<file path="config.mk">
export PLATFORM = sky130hd
export DESIGN_NAME = softmax_driver_flat
export DESIGN_NICKNAME = d
export VERILOG_FILES = /design/src/rtl/softmax_driver_if.sv /design/src/rtl/softmax_driver.sv /design/src/flat_wrapper.sv
export SDC_FILE = /design/constraint.sdc
export NUM_CORES = 1
export LEC_CHECK = 0
export ABC_AREA = 1
export CAP_MARGIN = 10
export CORE_ASPECT_RATIO = 2
export CORE_MARGIN = 1
export CORE_UTILIZATION = 45
export CTS_CLUSTER_DIAMETER = 60
export DETAILED_ROUTE_END_ITERATION = 10
export GPL_TIMING_DRIVEN = 1
export MAX_ROUTING_LAYER = met4
export PLACE_DENSITY = 0.65
export SLEW_MARGIN = 20
export SYNTH_ARGS = -nofsm -noshare
export SYNTH_HDL_FRONTEND = slang
export SYNTH_SLANG_ARGS = --single-unit
</file>
<file path="constraint.sdc">
create_clock -name clk -period 11.7 [get_ports clk]
set_input_delay 2.925 -clock clk [delete_from_list [all_inputs] [get_ports clk]]
set_output_delay 2.925 -clock clk [all_outputs]
set_load 0.03 [all_outputs]
</file>
<file path="src/rtl/softmax_driver_if.sv">
// Host-side command/result stream bundle for softmax_driver.
//   cmd_*  : host -> driver command stream (valid/ready), op + one 64-bit word
//   res_*  : driver -> host result stream (valid/ready), one vector/row + last flag
// master = host/DMA side, slave = driver side.
interface softmax_driver_if #(
  parameter int W = 64
);
  logic         cmd_valid;
  logic         cmd_ready;
  logic [1:0]   cmd_op;
  logic [W-1:0] cmd_data;
  logic         res_valid;
  logic         res_ready;
  logic [W-1:0] res_data;
  logic         res_last;

  modport master (
    output cmd_valid, cmd_op, cmd_data, res_ready,
    input  cmd_ready, res_valid, res_data, res_last
  );

  modport slave (
    input  cmd_valid, cmd_op, cmd_data, res_ready,
    output cmd_ready, res_valid, res_data, res_last
  );
endinterface

</file>
<file path="src/rtl/softmax_driver.sv">
// softmax_driver: command-side initiator for one softmax engine.
// Turns host commands into the engine's lut_wr / execute / fetch / mode / in
// timing and captures the engine's out bus into a single-entry result stream.
// Ports:
//   clk, reset    shared clock, synchronous active-high reset
//   bus (slave)   cmd_valid/ready/op/data in, res_valid/ready/data/last out
//   err_partial   one-cycle pulse when buffered block rows are dropped
//   busy          FSM not idle, or a result is pending
//   sm_in, sm_lut_wr, sm_execute, sm_fetch, sm_mode   registered engine controls
//   sm_out        engine output bus
// Ops: 0/1 LUT lsb/msb word, 2 mode-0 vector, 3 mode-1 row beat (8 per block).
module softmax_driver #(
  parameter int bw       = 8,
  parameter int col      = 8,
  parameter int LUT_GAP  = 10,
  parameter int RUN0_LEN = 9
)(
  input  logic                clk,
  input  logic                reset,
  softmax_driver_if.slave     bus,
  output logic                err_partial,
  output logic                busy,
  output logic [col*bw-1:0]   sm_in,
  output logic [1:0]          sm_lut_wr,
  output logic                sm_execute,
  output logic                sm_fetch,
  output logic                sm_mode,
  input  logic [col*bw-1:0]   sm_out
);
  localparam int W         = col * bw;
  localparam int RW        = (col > 1) ? $clog2(col) : 1;
  // Last R_EXEC cycle: rows land on T2..T(col+1), then the engine needs
  // a few more cycles before the first fetch.
  localparam int EXEC_LAST = col + 5;
  localparam int FETCH_LEN = 5;
  localparam int CMAX_A    = (LUT_GAP > RUN0_LEN) ? LUT_GAP : RUN0_LEN;
  localparam int CMAX      = (CMAX_A > EXEC_LAST + 1) ? CMAX_A : EXEC_LAST + 1;
  localparam int CW        = $clog2(CMAX + 1);

  typedef enum logic [2:0] {
    IDLE, LUT_ISSUE, LUT_WAIT, V_RUN, R_EXEC, R_FETCH, R_HOLD
  } state_t;

  state_t              state, state_d;
  logic [CW-1:0]       cyc, cyc_d;      // phase counter, meaning depends on state
  logic [RW-1:0]       cnt, cnt_d;      // buffered row beats
  logic [RW-1:0]       row, row_d;      // row being fetched
  logic [W-1:0]        sm_in_d;
  logic [1:0]          lut_wr_d;
  logic                exec_d, fetch_d, mode_d;
  logic                res_vld, rv_d;
  logic [W-1:0]        res_dat, rd_d;
  logic                res_lst, rl_d;
  logic                buf_we;
  logic [col-1:0][W-1:0] rows;
  logic [RW-1:0]       ld_idx;
  logic                cmd_ready, acc, res_acc;

  assign cmd_ready   = (state == IDLE) & ~res_vld & ~reset;
  assign acc         = bus.cmd_valid & cmd_ready;
  assign res_acc     = res_vld & bus.res_ready;
  assign err_partial = acc & (bus.cmd_op != 2'd3) & (cnt != '0);
  assign busy        = (state != IDLE) | res_vld;
  assign ld_idx      = RW'(cyc - CW'(1));

  assign bus.cmd_ready = cmd_ready;
  assign bus.res_valid = res_vld;
  assign bus.res_data  = res_dat;
  assign bus.res_last  = res_lst;

  always_comb begin
    state_d  = state;
    cyc_d    = cyc;
    cnt_d    = cnt;
    row_d    = row;
    sm_in_d  = sm_in;
    lut_wr_d = 2'b00;
    exec_d   = 1'b0;
    fetch_d  = 1'b0;
    mode_d   = sm_mode;
    rv_d     = res_vld & ~bus.res_ready;
    rd_d     = res_dat;
    rl_d     = res_lst;
    buf_we   = 1'b0;
    case (state)
      IDLE: if (acc) begin
        if (bus.cmd_op != 2'd3) cnt_d = '0;   // partial block dropped
        case (bus.cmd_op)
          2'd0, 2'd1: begin
            sm_in_d  = bus.cmd_data;
            lut_wr_d = (bus.cmd_op == 2'd0) ? 2'b01 : 2'b10;
            state_d  = LUT_ISSUE;
          end
          2'd2: begin
            sm_in_d = bus.cmd_data;
            mode_d  = 1'b0;
            exec_d  = 1'b1;
            cyc_d   = '0;
            state_d = V_RUN;
          end
          default: begin
            buf_we = 1'b1;
            if (cnt == RW'(col - 1)) begin
              cnt_d   = '0;
              mode_d  = 1'b1;
              exec_d  = 1'b1;
              cyc_d   = '0;
              state_d = R_EXEC;
            end else begin
              cnt_d = cnt + RW'(1);
            end
          end
        endcase
      end
      LUT_ISSUE: begin
        cyc_d   = '0;
        state_d = LUT_WAIT;
      end
      LUT_WAIT: begin
        cyc_d = cyc + CW'(1);
        if (cyc == CW'(LUT_GAP - 2)) state_d = IDLE;
      end
      V_RUN: begin
        exec_d = 1'b1;
        cyc_d  = cyc + CW'(1);
        if (cyc == CW'(RUN0_LEN - 1)) begin
          // result is visible on the first cycle execute is low
          exec_d  = 1'b0;
          rv_d    = 1'b1;
          rd_d    = sm_out;
          rl_d    = 1'b1;
          state_d = IDLE;
        end
      end
      R_EXEC: begin
        cyc_d = cyc + CW'(1);
        // row k is loaded at the end of T(k+1) so it is on sm_in during T(k+2)
        if (cyc >= CW'(1) && cyc <= CW'(col)) sm_in_d = rows[ld_idx];
        if (cyc == CW'(EXEC_LAST)) begin
          fetch_d = 1'b1;
          cyc_d   = '0;
          row_d   = '0;
          state_d = R_FETCH;
        end
      end
      R_FETCH: begin
        fetch_d = 1'b1;
        cyc_d   = cyc + CW'(1);
        // capture so the row's result is presented on F4; the register is
        // always free here because a row only starts once it has drained
        if (cyc == CW'(FETCH_LEN - 2)) begin
          rv_d = 1'b1;
          rd_d = sm_out;
          rl_d = (row == RW'(col - 1));
        end
        if (cyc == CW'(FETCH_LEN - 1)) begin
          cyc_d = '0;
          if (row == RW'(col - 1)) begin
            fetch_d = 1'b0;
            state_d = IDLE;
          end else if (res_acc) begin
            row_d = row + RW'(1);         // back-to-back next row
          end else begin
            fetch_d = 1'b0;
            state_d = R_HOLD;
          end
        end
      end
      R_HOLD: begin
        if (res_acc) begin
          fetch_d = 1'b1;
          cyc_d   = '0;
          row_d   = row + RW'(1);
          state_d = R_FETCH;
        end
      end
      default: state_d = IDLE;
    endcase
  end

  always_ff @(posedge clk) begin
    if (reset) begin
      state      <= IDLE;
      cyc        <= '0;
      cnt        <= '0;
      row        <= '0;
      sm_in      <= '0;
      sm_lut_wr  <= '0;
      sm_execute <= 1'b0;
      sm_fetch   <= 1'b0;
      sm_mode    <= 1'b0;
      res_vld    <= 1'b0;
      res_dat    <= '0;
      res_lst    <= 1'b0;
    end else begin
      state      <= state_d;
      cyc        <= cyc_d;
      cnt        <= cnt_d;
      row        <= row_d;
      sm_in      <= sm_in_d;
      sm_lut_wr  <= lut_wr_d;
      sm_execute <= exec_d;
      sm_fetch   <= fetch_d;
      sm_mode    <= mode_d;
      res_vld    <= rv_d;
      res_dat    <= rd_d;
      res_lst    <= rl_d;
    end
  end

  // Row buffer holds data only; its contents are meaningless until written.
  always_ff @(posedge clk) begin
    if (buf_we) rows[cnt] <= bus.cmd_data;
  end
endmodule

</file>
<file path="src/flat_wrapper.sv">
// flat-port wrapper written by rule: the top's interface ports become plain ports
module softmax_driver_flat 
#(
  parameter int bw       = 8,
  parameter int col      = 8,
  parameter int LUT_GAP  = 10,
  parameter int RUN0_LEN = 9
)
  (clk, reset, err_partial, busy, sm_in, sm_lut_wr, sm_execute, sm_fetch, sm_mode, sm_out, bus_cmd_valid, bus_cmd_op, bus_cmd_data, bus_res_ready, bus_cmd_ready, bus_res_valid, bus_res_data, bus_res_last);
  softmax_driver_if #(.W(64)) bus_i ();
  input  logic clk;
  input  logic reset;
  output logic err_partial;
  output logic busy;
  output logic [col*bw-1:0] sm_in;
  output logic [1:0] sm_lut_wr;
  output logic sm_execute;
  output logic sm_fetch;
  output logic sm_mode;
  input  logic [col*bw-1:0] sm_out;
  input wire logic [$bits(bus_i.cmd_valid)-1:0] bus_cmd_valid;
  input wire logic [$bits(bus_i.cmd_op)-1:0] bus_cmd_op;
  input wire logic [$bits(bus_i.cmd_data)-1:0] bus_cmd_data;
  input wire logic [$bits(bus_i.res_ready)-1:0] bus_res_ready;
  output wire logic [$bits(bus_i.cmd_ready)-1:0] bus_cmd_ready;
  output wire logic [$bits(bus_i.res_valid)-1:0] bus_res_valid;
  output wire logic [$bits(bus_i.res_data)-1:0] bus_res_data;
  output wire logic [$bits(bus_i.res_last)-1:0] bus_res_last;
  assign bus_i.cmd_valid = bus_cmd_valid;
  assign bus_i.cmd_op = bus_cmd_op;
  assign bus_i.cmd_data = bus_cmd_data;
  assign bus_i.res_ready = bus_res_ready;
  assign bus_cmd_ready = bus_i.cmd_ready;
  assign bus_res_valid = bus_i.res_valid;
  assign bus_res_data = bus_i.res_data;
  assign bus_res_last = bus_i.res_last;
  softmax_driver #(.bw(bw), .col(col), .LUT_GAP(LUT_GAP), .RUN0_LEN(RUN0_LEN)) u_core (.clk(clk), .reset(reset), .bus(bus_i), .err_partial(err_partial), .busy(busy), .sm_in(sm_in), .sm_lut_wr(sm_lut_wr), .sm_execute(sm_execute), .sm_fetch(sm_fetch), .sm_mode(sm_mode), .sm_out(sm_out));
endmodule
</file>
### Yosys cells after proc, flatten, opt, wreduce, memory -nomap -nowiden

Index checks and enable logic that the tools add are counted.

* output and inout port bits: 138
* flip-flop bits (word level): 660
* bits of input ports: 134

* magnitude comparators: 5
* reduce and logical (&&, ||, !) cells: 22
* muxes and demuxes: 59
* add/subtract/negate cells: 4
* eq/ne operators: 30
* bitwise logic cells: 14

Operators by type and width (number)
* $bwmux W512: 1
* $mux W64: 7
* $pmux W64 S2: 2
* $bmux W64 S3: 1
* $demux W64 S3: 1
* $mux W3: 15
* $pmux W4 S6: 1
* $mux W4: 5
* $ne A2 B1 Y1 const B: 9
* $pmux W3 S6: 1
* $eq A3 B3 Y1 const B: 5
* $mux W1: 15
* $reduce_and A4 Y1: 3
* $pmux W1 S2: 5
* $pmux W3 S3: 1
* $reduce_bool A3 Y1: 3
* $eq A4 B4 Y1 const B: 2
* $lt A3 B4 Y1 const B: 2
* $ne A2 B2 Y1 const B: 4
* $pmux W4 S2: 1
* $and A1 B1 Y1: 7
* $reduce_and A7 Y1: 1
* $add A3 B1 Y3 const B: 2
* $eq A3 B2 Y1 const B: 2
* 27 further kinds: 38

### Logic depth before layout (Yosys ltp)

Gate-level depths: netlist (run 1).

* word-level depth: 6
* mapped depth: 15

### Worst setup path after synthesis (run 1)

OpenSTA, ideal clock, no wires.

* kind: input -> register
* start point: in reset
* end point: reg u_core.rows[0] (netlist bit), enable pin
* arrival time: 7837 ps
* buffers on the path: 0
* setup time: 565 ps
* path slack: 3299 ps
* stages: 5
* path through: nor2_4 > nand2_2 > inv_2 > nand3_2 > nor3_1

* longest elaborated chain between the ends: 5

RTL lines
* from (decl): RTL line flat_wrapper.sv:12 `input logic reset;`
* $not A1 Y1: RTL line softmax_driver.sv:59 `assign cmd_ready = (state == IDLE) & ~res_vld & ~reset;`
* $and A1 B1 Y1: RTL line softmax_driver.sv:59
* $and A1 B1 Y1: RTL line softmax_driver.sv:60 `assign acc = bus.cmd_valid & cmd_ready;`
* $mux W1: RTL line softmax_driver.sv:86 `IDLE: if (acc) begin`
* $mux W1: RTL line softmax_driver.sv:85 `case (state)`
* to (signal, indexed assignment): RTL line softmax_driver.sv:213 `if (buf_we) rows[cnt] <= bus.cmd_data;`
* to (decl): RTL line softmax_driver.sv:55 `logic [col-1:0][W-1:0] rows;`

No other way between the ends.
A chain may end at the register's enable or synchronous reset.

### Worst setup path after layout (run 1)

* start point: in reset
* end point: out err_partial

* longest elaborated chain between the ends: 5

RTL lines
* $not A1 Y1: RTL line softmax_driver.sv:59
* $and A1 B1 Y1: RTL line softmax_driver.sv:59
* $and A1 B1 Y1: RTL line softmax_driver.sv:60
* $and A1 B1 Y1 (2 in a row): RTL line softmax_driver.sv:62 `assign err_partial = acc & (bus.cmd_op != 2'd3) & (cnt != '0);`
* to (decl): RTL line flat_wrapper.sv:13 `output logic err_partial;`

No other way between the ends.

==> flow_metrics.tcl, run 1 <==
set metrics [dict create \
    first_iter_violations 1668 \
    netlist.area_leader.share_pct 56.4 \
    cts_setup_buffers 0 \
    utilization_pct 53.9 \
    finClkSkew_ps 25.5 \
    crit_start "reset" \
    worst_slew_pin_slew_ps 1150 \
    cts_hold_buf 0 \
    power.static_leakage_nw 11.6 \
    timing.critical_path.required_ps 8780 \
    final-max-slew-violation-count 0 \
    final-hold-violation-count 0 \
    wire_length_of_the_first_global_routing_pass_um 112000 \
    cp_cell_instances "clkdlybuf4s50_1, buf_4, nor2_4, nand2_2, a211oi_1, clkdlybuf4s50_1" \
    p_per_area_nw_per_um2 213 \
    max-clock-path-buffers 3 \
    die_w_um 176 \
    holdCritStartpoint "u_core.bus.res_data[62]" \
    synthDominantAreaCellType "sky130_fd_sc_hd__edfxtp_1" \
    gpl.final_weighted_congestion 0.811 \
    cts.root.buffer_cell "sky130_fd_sc_hd__clkbuf_16" \
    place_worst_setup_slack_ps 4070 \
    worst-path-buf-inv 3 \
    timing.critical_path.arrival_ps 4710 \
    post-route-min-period_ps 7630 \
    period_share_pct 65.2 \
    crit_top_cell "sky130_fd_sc_hd__clkdlybuf4s50_1" \
    rsz0062_at_grt "no" \
    num_vias 20000 \
    cts.repair.resized 0 \
    regArea_um2 18300 \
    max_clock_freq_mhz 131 \
    number_of_h_tree_levels 2 \
    cpMaxStageDelayCell "sky130_fd_sc_hd__clkdlybuf4s50_1" \
    rr_startpoint "u_core.cyc[0]" \
    setup_violations 0 \
    cts_inserted_buffers 57 \
    detail_route.vias_per_cell 5.33 \
    rows 127 \
    yosysSeqAreaShare_pct 67.3 \
    ys_ff_latch 660 \
    areaGrowthSynthToFinish_pct 18.4 \
    via_count_of_the_first_global_routing_pass 20000 \
    grt_start_max_net_pins 161 \
    die_area_um2 61600 \
    port_buffers 271 \
    wire_per_inst_um 19.5 \
    wl_um 73100 \
    ir_worst_vdd_mv 0.150 \
    critical_path.endpoint_type "output pin" \
    timing.critical_path.max_delay_family "buffers and inverters" \
    cts_num_sinks 660 \
    hold_path.class "flip-flop to flip-flop" \
    syn_area_um2 27300 \
    max_cap_viol_count 0 \
    dr.pass1.iters 6 \
    final.setup.worst_slack_ps 4070 \
    io_pins 272 \
    post_synth_inst_count 2734 \
    drc_errors 0 \
    dp_hpwl_um 40100 \
    clkSlewWorstSetupHoldPaths_ps 60 \
    yosys_warnings 0 \
    antenna_violations_before_repair 9 \
    synth.top_cells.by_area "sky130_fd_sc_hd__edfxtp_1 56%, sky130_fd_sc_hd__nor2_1 13%, sky130_fd_sc_hd__dfxtp_1 11%, sky130_fd_sc_hd__o21ai_0 5.9%, sky130_fd_sc_hd__nand2_1 4.9%" \
    dieHeight_um 350 \
    placeable_core_area_um2 59900 \
    number_of_antenna_violating_nets_in_the_routed_design 0 \
    timing.slew.headroom_pct 23.3 \
    start_util_pct 45.5 \
    final_nets 3066 \
    synth_area_per_cell_um2 9.97 \
    drive_above_1_share_pct 5.12 \
    clk-insertion-delay-late_ps 610 \
    timing_worst_setup_path_type "input port to output pin" \
    worst_setup_path_start_kind "input port" \
    outcome "completed" \
    globalRouteTotalUtil_pct 24.4 \
    grt-ovfl-total 0 \
    tritoncts "built" \
    syn_nets 2877 \
    area_used_by_multi_input_combinational_logic_um2 7810 \
    library_cells_used_by_synthesis 32 \
    crit_path_max_incr_delay_ps 720 \
    critPathMaxFanout 12 \
    fillCellCount 5122 \
    tns_ps 0 \
]
[power by group]
part	switching, mW	total, mW	internal (mW)
clock	0.836	1.89	1.05
sequential	0.0895	2.74	2.65
combinational	1.54	2.26	0.716
total	2.47	6.88	4.42
[final timing paths]
check	slack (ps)	cells past startpoint	end
hold / removal	480	2	u_core.bus.res_data[62]
hold reg to reg	480	2	u_core.bus.res_data[62]
setup / recovery	4070	6	err_partial
setup reg to reg	7280	9	u_core.sm_in[33]
[flip-flops by register name, indices dropped and copies added, names as in the netlist]
name and flops:
u_core.rows 512, u_core.bus.res_data 64, u_core.sm_in 64, u_core.cyc 4
u_core.cnt 3, u_core.row 3, u_core.state 3, u_core.sm_lut_wr 2
u_core.bus.res_last 1, u_core.bus.res_valid 1, u_core.sm_execute 1, u_core.sm_fetch 1
u_core.sm_mode 1
[routing by layer]
metal,up-vias,global-route usage [%],routed length [um]
met2,753,43.5,37600
met5,-,-,0
met1,9592,26.9,28400
met4,0,9.94,2240
li1,9530,-,-
met3,139,3.81,4940
[Yosys cell counts (all sizes together)]
master  instances
o22ai           2
a21oi           8
o31ai           1
xnor2           2
edfxtp        512
clkbuf         54
nand3b          2
nor2          936
a211oi          1
dfxtp         148
a31oi           1
nand2         362
inv            86
buf           118
nand3          83
o211ai          2
o21ai         330
nor3           11
nand4          66
ha              9
[cell families (layout without fill, tap and decap cells)]
logic type	count (synthesis)	in the layout	synth area share, %
flip-flops	660	660	67.3
adder cells (fa/ha/maj)	9	9	0.413
AND/OR/NAND/NOR	1460	1460	21.4
buffers and inverters	258	494	4.40
XOR/XNOR	2	2	0.0643
other	0	8	0
AO/OA/AOI/OAI	345	345	6.46
[metrics by stage]
stage	area (um2)	power (mW)	hold WS, ps	std cells
floorplan	27300	4.31	465	2734
global placement	30400	5.01	464	3638
detailed placement	30400	5.05	471	3638
CTS	32200	6.93	486	3744
global route	32300	7.25	503	3752
finish	32300	6.88	479	3752
[placed cells by master (no fill, tap or decap), types with 4 or more instances in the layout]
master	instances
sky130_fd_sc_hd__o21ai_1	7
sky130_fd_sc_hd__nor2_1	932
sky130_fd_sc_hd__edfxtp_1	512
sky130_fd_sc_hd__inv_2	5
sky130_fd_sc_hd__bufinv_16	5
sky130_fd_sc_hd__nand2_2	5
sky130_fd_sc_hd__o21ai_0	322
sky130_fd_sc_hd__diode_2	8
sky130_fd_sc_hd__a21oi_1	7
sky130_fd_sc_hd__inv_1	77
sky130_fd_sc_hd__clkbuf_16	59
sky130_fd_sc_hd__clkinv_2	9
sky130_fd_sc_hd__nor3_2	8
sky130_fd_sc_hd__buf_4	30
sky130_fd_sc_hd__clkdlybuf4s50_1	271
sky130_fd_sc_hd__clkbuf_1	15
sky130_fd_sc_hd__nand2_1	357
sky130_fd_sc_hd__nand4_1	66
sky130_fd_sc_hd__nand3_1	78
sky130_fd_sc_hd__ha_1	8
sky130_fd_sc_hd__inv_6	4
sky130_fd_sc_hd__clkinv_1	7
sky130_fd_sc_hd__dfxtp_1	147
[worst min-delay path: cells and delay by family, from the launching register on]
| kind | cells | cell delay [ps] |
|---|---|---|
| simple gates | 2 | 120 |
| flops | 1 | 320 |
[area by class of cell]
cell class	count	share of cell area, %
Clock inverter	30	0.907
Sequential cell	660	56.8
Timing Repair Buffer	302	9.14
Clock buffer	76	4.83
Tap cell	774	3.00
Antenna cell	8	0.0620
Inverter	86	1.04
Multi-Input combinational cell	1816	24.2
(Power assumes the default switching activity.)
==> inputs of run 2 (changes only) <==
Settings changed: PLACE_DENSITY 0.65 to 0.68.
Clock period 11.7 ns to 6.9 ns, I/O delays scaled along.
==> run 2 against run 1 <==
  * Combinational power is 69% higher
  * Count of clock-buffer cells in the layout is 2 higher
  * Cell area is 0.61% higher
  * Global-route usage is 0.30 points lower
  * Sequential share of layout area is 0.35 points lower
  * Critical path depth is 1 lower
  * Sequential cell count stayed put
  * Core utilization is 0.33 points higher
  * Worst hold slack better by 2.8 ps
  * Critical path type unchanged
==> flow_metrics.tcl, run 2 (synthesis gave the netlist of run 1 again) <==
set metrics [dict create \
    crit_path_max_incr_delay_ps 790 \
    antenna_violations_before_repair 10 \
    timing.critical_path.required_ps 5180 \
    fillCellCount 5056 \
    cts.root.buffer_cell "sky130_fd_sc_hd__clkbuf_16" \
    number_of_h_tree_levels 2 \
    max_clock_freq_mhz 178 \
    timing_worst_setup_path_type "input port to output pin" \
    final_nets 3064 \
    layout.cells.most_common "sky130_fd_sc_hd__nor2_1" \
    timing.slew.headroom_pct 29.6 \
    r2r_slack_ps 2700 \
    grt-ovfl-total 0 \
    critPathMaxFanout 12 \
    number_of_antenna_violating_nets_in_the_routed_design 0 \
    p_per_area_nw_per_um2 362 \
    power.static_leakage_nw 11.7 \
    start_util_pct 45.5 \
    global_route.usage.met3_pct 3.93 \
    drc_errors 0 \
    rows 127 \
    cts_num_sinks 660 \
    worst-path-buf-inv 2 \
    max_cap_viol_count 0 \
    ir_worst_vdd_mv 0.252 \
    areaGrowthSynthToFinish_pct 19.2 \
    port_buffers 271 \
    dp_cells 3635 \
    final-max-slew-violation-count 0 \
    via_count_of_the_first_global_routing_pass 19900 \
    max-clock-path-buffers 3 \
    dr.pass1.iters 5 \
    grt_start_max_net_pins 195 \
    detail_route.vias_per_cell 5.34 \
    most-common-layout-cells "932 x sky130_fd_sc_hd__nor2_1, 512 x sky130_fd_sc_hd__edfxtp_1, 357 x sky130_fd_sc_hd__nand2_1" \
    dp_hpwl_um 38700 \
    gpl.final_weighted_congestion 0.890 \
    drive_above_1_share_pct 5.39 \
    rr_startpoint "u_core.cyc[0]" \
    tritoncts "built" \
    utilization_pct 54.2 \
    worst_setup_path_start_kind "input port" \
    cp_cell_instances "clkdlybuf4s50_1, nor2_4, nand2_2, a211oi_1, clkdlybuf4s50_1" \
    critical_path.endpoint_type "output pin" \
    num_vias 20000 \
    rsz0062_at_grt "no" \
    setup_violations 0 \
    final-hold-violation-count 0 \
    grtUsageMet2_pct 42.6 \
    die_w_um 176 \
    die_area_um2 61600 \
    globalRouteTotalUtil_pct 24.1 \
    clkSlewWorstSetupHoldPaths_ps 60 \
    rr_worst_depth 11 \
    placeable_core_area_um2 59900 \
    timing.hold.worst_path_depth 2 \
    cts.repair.resized 0 \
    outcome "completed" \
    total_power_mw 11.8 \
    io_pins 272 \
    dieHeight_um 350 \
    post-route-min-period_ps 5630 \
    worst_slew_pin_slew_ps 1060 \
    timing.critical_path.max_delay_family "buffers and inverters" \
    whs_endpoint "u_core.bus.res_data[46]" \
    r2r-end "u_core.sm_in[41]" \
    global_routing_met1_resource_utilization_pct 26.6 \
    first_iter_violations 1644 \
    cts_setup_buffers 0 \
    hold_path.class "flip-flop to flip-flop" \
    timing.critical_path.arrival_ps 3900 \
    cts_inserted_buffers 57 \
    crit_top_cell "sky130_fd_sc_hd__clkdlybuf4s50_1" \
    wire_length_of_the_first_global_routing_pass_um 111000 \
    flip_flop_count_of_the_largest_register_all_copies_and_words_added 512 \
    period_share_pct 81.5 \
    cts_hold_buf 0 \
    registers.top_by_ff_count "u_core.rows" \
    cpMaxStageDelayCell "sky130_fd_sc_hd__clkdlybuf4s50_1" \
    wire_per_inst_um 19.4 \
    grt_busiest_layer "met2" \
    holdCritStartpoint "u_core.bus.res_data[46]" \
    clk-insertion-delay-late_ps 610 \
    finClkSkew_ps 16.8 \
    wl_um 72600 \
    finalNonFillerCells 3751 \
]
## run 2: cell count changes in the layout (fill, tap and decap cells not counted), moves of 2 or more
cell	before	now
sky130_fd_sc_hd__clkinvlp_2	2	0
sky130_fd_sc_hd__inv_1	77	79
sky130_fd_sc_hd__clkbuf_8	2	9
sky130_fd_sc_hd__buf_4	30	19
sky130_fd_sc_hd__clkbuf_2	0	2
sky130_fd_sc_hd__clkinv_1	7	2
sky130_fd_sc_hd__clkinv_2	9	13
sky130_fd_sc_hd__clkinv_4	3	1
sky130_fd_sc_hd__clkbuf_1	15	9
sky130_fd_sc_hd__buf_12	0	9
## run 2: through the flow
step | setup TNS [ps] | instance area, um2 | hold slack, ps | worst slack (ps)
finish | 0 | 32500 | 482 | 1270
global route | 0 | 32500 | 506 | 1200
CTS | 0 | 32400 | 489 | 1310
detailed placement | 0 | 30500 | 473 | 1290
global placement | 0 | 30500 | 465 | 1300
floorplan | -154300 | 27300 | 465 | -301
## run 2: worst min-delay path, delay by kind of cell (launching register included)
kind / cells / cell delay [ps]
flops: 1 / 320
simple gates: 2 / 120
## run 2: worst max path at each step
stage / startpoint / end / slack [ps] / cells past startpoint
floorplan: reset / u_core.rows[0] / -300 / 5
finish: reset / err_partial / 1270 / 5
global route: reset / err_partial / 1200 / 5
CTS: reset / err_partial / 1310 / 5
detailed placement: reset / err_partial / 1290 / 5
global placement: reset / err_partial / 1300 / 5
## run 2: power breakdown
part | internal, mW | switching, mW | leakage, nW
logic | 1.24 | 2.57 | 4.95
registers | 4.49 | 0.160 | 5.81
clock network | 1.87 | 1.42 | 0.958
## run 2: per-layer routing
layer  vias up  wire length (um)  share of wire [%]
met4         0              2540                3.5
li1       9514                 -                  -
met1      9524             27600                 38
met5         -                 0                  0
met2       839             36900                 51
met3       159              5520                7.6
## run 2: area by class of cell
| class | count | area (um2) | area share [%] |
|---|---|---|---|
| diodes | 8 | 20.0 | 0.0616 |
| clock buffers | 78 | 1620 | 4.99 |
| clock inverters | 29 | 312 | 0.959 |
| inverters | 86 | 337 | 1.04 |
| multi-input cells | 1816 | 7810 | 24.1 |
| flip-flops and latches | 660 | 18300 | 56.5 |
| well taps | 774 | 968 | 2.98 |
| repair buffers | 300 | 3060 | 9.43 |
==> inputs of run 3 (changes only) <==
Clock period 6.9 ns to 4.8 ns, I/O delays scaled along.
==> run 3 against run 2 <==
  * Worst setup slack got worse by 820 ps
  * Clock power increased by 42%
  * Critical path depth unchanged
  * Cell area barely moved
  * Largest cell class unchanged
==> flow_metrics.tcl, run 3 (synthesis gave the netlist of run 1 again) <==
set metrics [dict create \
    clk-insertion-delay-late_ps 630 \
    worst_setup_path_start_kind "input port" \
    cts_setup_buffers 0 \
    rsz0062_at_grt "no" \
    p_int_mw 10.8 \
    r2r_slack_ps 1670 \
    final-hold-violation-count 0 \
    rows 127 \
    max_cap_viol_count 0 \
    wire_per_inst_um 19.4 \
    ir_worst_vdd_mv 0.451 \
    tns_ps 0 \
    power.switching_mw 6.05 \
    timing.critical_path.arrival_ps 3140 \
    max-clock-path-buffers 3 \
    number_of_antenna_violating_nets_in_the_routed_design 0 \
    timing_worst_setup_path_type "input port to output pin" \
    total_power_mw 16.9 \
    power.static_leakage_nw 11.7 \
    area_used_by_multi_input_combinational_logic_um2 7810 \
    layout.cells.most_common "sky130_fd_sc_hd__nor2_1" \
    clkSlewWorstSetupHoldPaths_ps 60 \
    drc_errors 0 \
    place_worst_setup_slack_ps 501 \
    number_of_h_tree_levels 2 \
    final_nets 3064 \
    first_iter_violations 1666 \
    hold_path.class "flip-flop to flip-flop" \
    setup_violations 0 \
    dr.pass1.iters 7 \
    globalRouteTotalUtil_pct 24.1 \
    p_per_area_nw_per_um2 520 \
    cts_hold_buf 0 \
    cts_num_sinks 660 \
    gpl.final_weighted_congestion 0.901 \
    power.share.switching_pct 35.8 \
    period_share_pct 90.5 \
    timing.slew.headroom_pct 27.6 \
    drive_above_1_share_pct 5.19 \
    num_vias 20200 \
    die_area_um2 61600 \
    tritoncts "built" \
    cts.repair.resized 0 \
    registers.top_by_ff_count "u_core.rows" \
    critical_path.endpoint_type "output pin" \
    share_clk_of_total_power_pct 27.7 \
    dieHeight_um 350 \
    worst_slew_pin_slew_ps 1090 \
    detail_route.vias_per_cell 5.37 \
    wire_length_of_the_first_global_routing_pass_um 110000 \
    areaGrowthSynthToFinish_pct 19.1 \
    finClkSkew_ps 28.1 \
    critPathMaxFanout 6 \
    antenna_violations_before_repair 10 \
    flip_flop_count_of_the_largest_register_all_copies_and_words_added 512 \
    start_util_pct 45.5 \
    dp_hpwl_um 38200 \
    placeable_core_area_um2 59900 \
    most-common-layout-cells "932 x sky130_fd_sc_hd__nor2_1, 512 x sky130_fd_sc_hd__edfxtp_1, 357 x sky130_fd_sc_hd__nand2_1" \
    seqPwrFrac_pct 39.4 \
    pwr-share-comb_pct 32.9 \
    grt_start_max_net_pins 253 \
    wl_um 72800 \
    grt-ovfl-total 0 \
    via_count_of_the_first_global_routing_pass 19600 \
    io_pins 272 \
    timing.critical_path.required_ps 3600 \
    max_clock_freq_mhz 230 \
    fillCellCount 5086 \
    final.setup.worst_slack_ps 458 \
    die_w_um 176 \
    regArea_um2 18300 \
    outcome "completed" \
    final-max-slew-violation-count 0 \
    cts.root.buffer_cell "sky130_fd_sc_hd__clkbuf_16" \
    post-route-min-period_ps 4340 \
    port_buffers 271 \
    cts_inserted_buffers 57 \
]
run 3: cell types whose count changed in the layout (fill, tap and decap cells not counted), sizes merged:
cell      delta
clkbuf       +5
inv          -3
clkinvlp     +4
diode        +1
bufinv       -2
clkinv       -4
run 3: metal layers:
layer | part of all wire, % | wire length, um | vias up | GRT usage (%)
met3 | 7.3 | 5340 | 190 | 4.38
met5 | 0 | 0 | - | -
li1 | - | - | 9510 | -
met2 | 51 | 37000 | 841 | 42.5
met4 | 4.1 | 3000 | 0 | 11.9
met1 | 38 | 27500 | 9619 | 25.8
run 3: final cells by class:
class | count | share of cell area (%)
flip-flops and latches | 660 | 56.5
clock inverters | 24 | 0.856
inverters | 86 | 1.03
clock buffers | 83 | 5.04
well taps | 774 | 2.98
diodes | 9 | 0.0694
repair buffers | 300 | 9.49
multi-input cells | 1816 | 24.0
run 3: power groups by stage:
stage / Combinational, mW / Sequential (mW) / Clock (mW)
after global routing: 6.12 / 6.68 / 4.96
final: 5.56 / 6.66 / 4.68
after floorplan: 3.27 / 7.23 / 0
after detailed placement: 5.51 / 6.78 / 0
after CTS: 5.54 / 6.66 / 4.76
after global placement: 5.40 / 6.77 / 0
run 3: final timing paths:
kind,startpoint,endpoint,cells past startpoint
worst min register to register,u_core.bus.res_data[37],u_core.bus.res_data[37],2
worst max-delay path,bus_cmd_op[1],err_partial,5
worst max register to register,u_core.state[2],u_core.sm_in[4],8
worst min-delay path,u_core.bus.res_data[37],u_core.bus.res_data[37],2
run 3: worst max-delay path, cell delays in order:
cell and delay, ps:
sky130_fd_sc_hd__clkdlybuf4s50_1 480, sky130_fd_sc_hd__nand2_1 150, sky130_fd_sc_hd__inv_1 160, sky130_fd_sc_hd__a211oi_1 410
sky130_fd_sc_hd__clkdlybuf4s50_1 750
run 3: per-stage QoR:
step	area, um2	hold WS, ps	utilization [%]	cells
floorplan	27300	465	-	2734
global placement	30500	465	51.0	3636
detailed placement	30500	472	51.0	3636
CTS	32400	487	54.2	3743
global route	32500	501	54.2	3752
finish	32500	482	54.2	3752
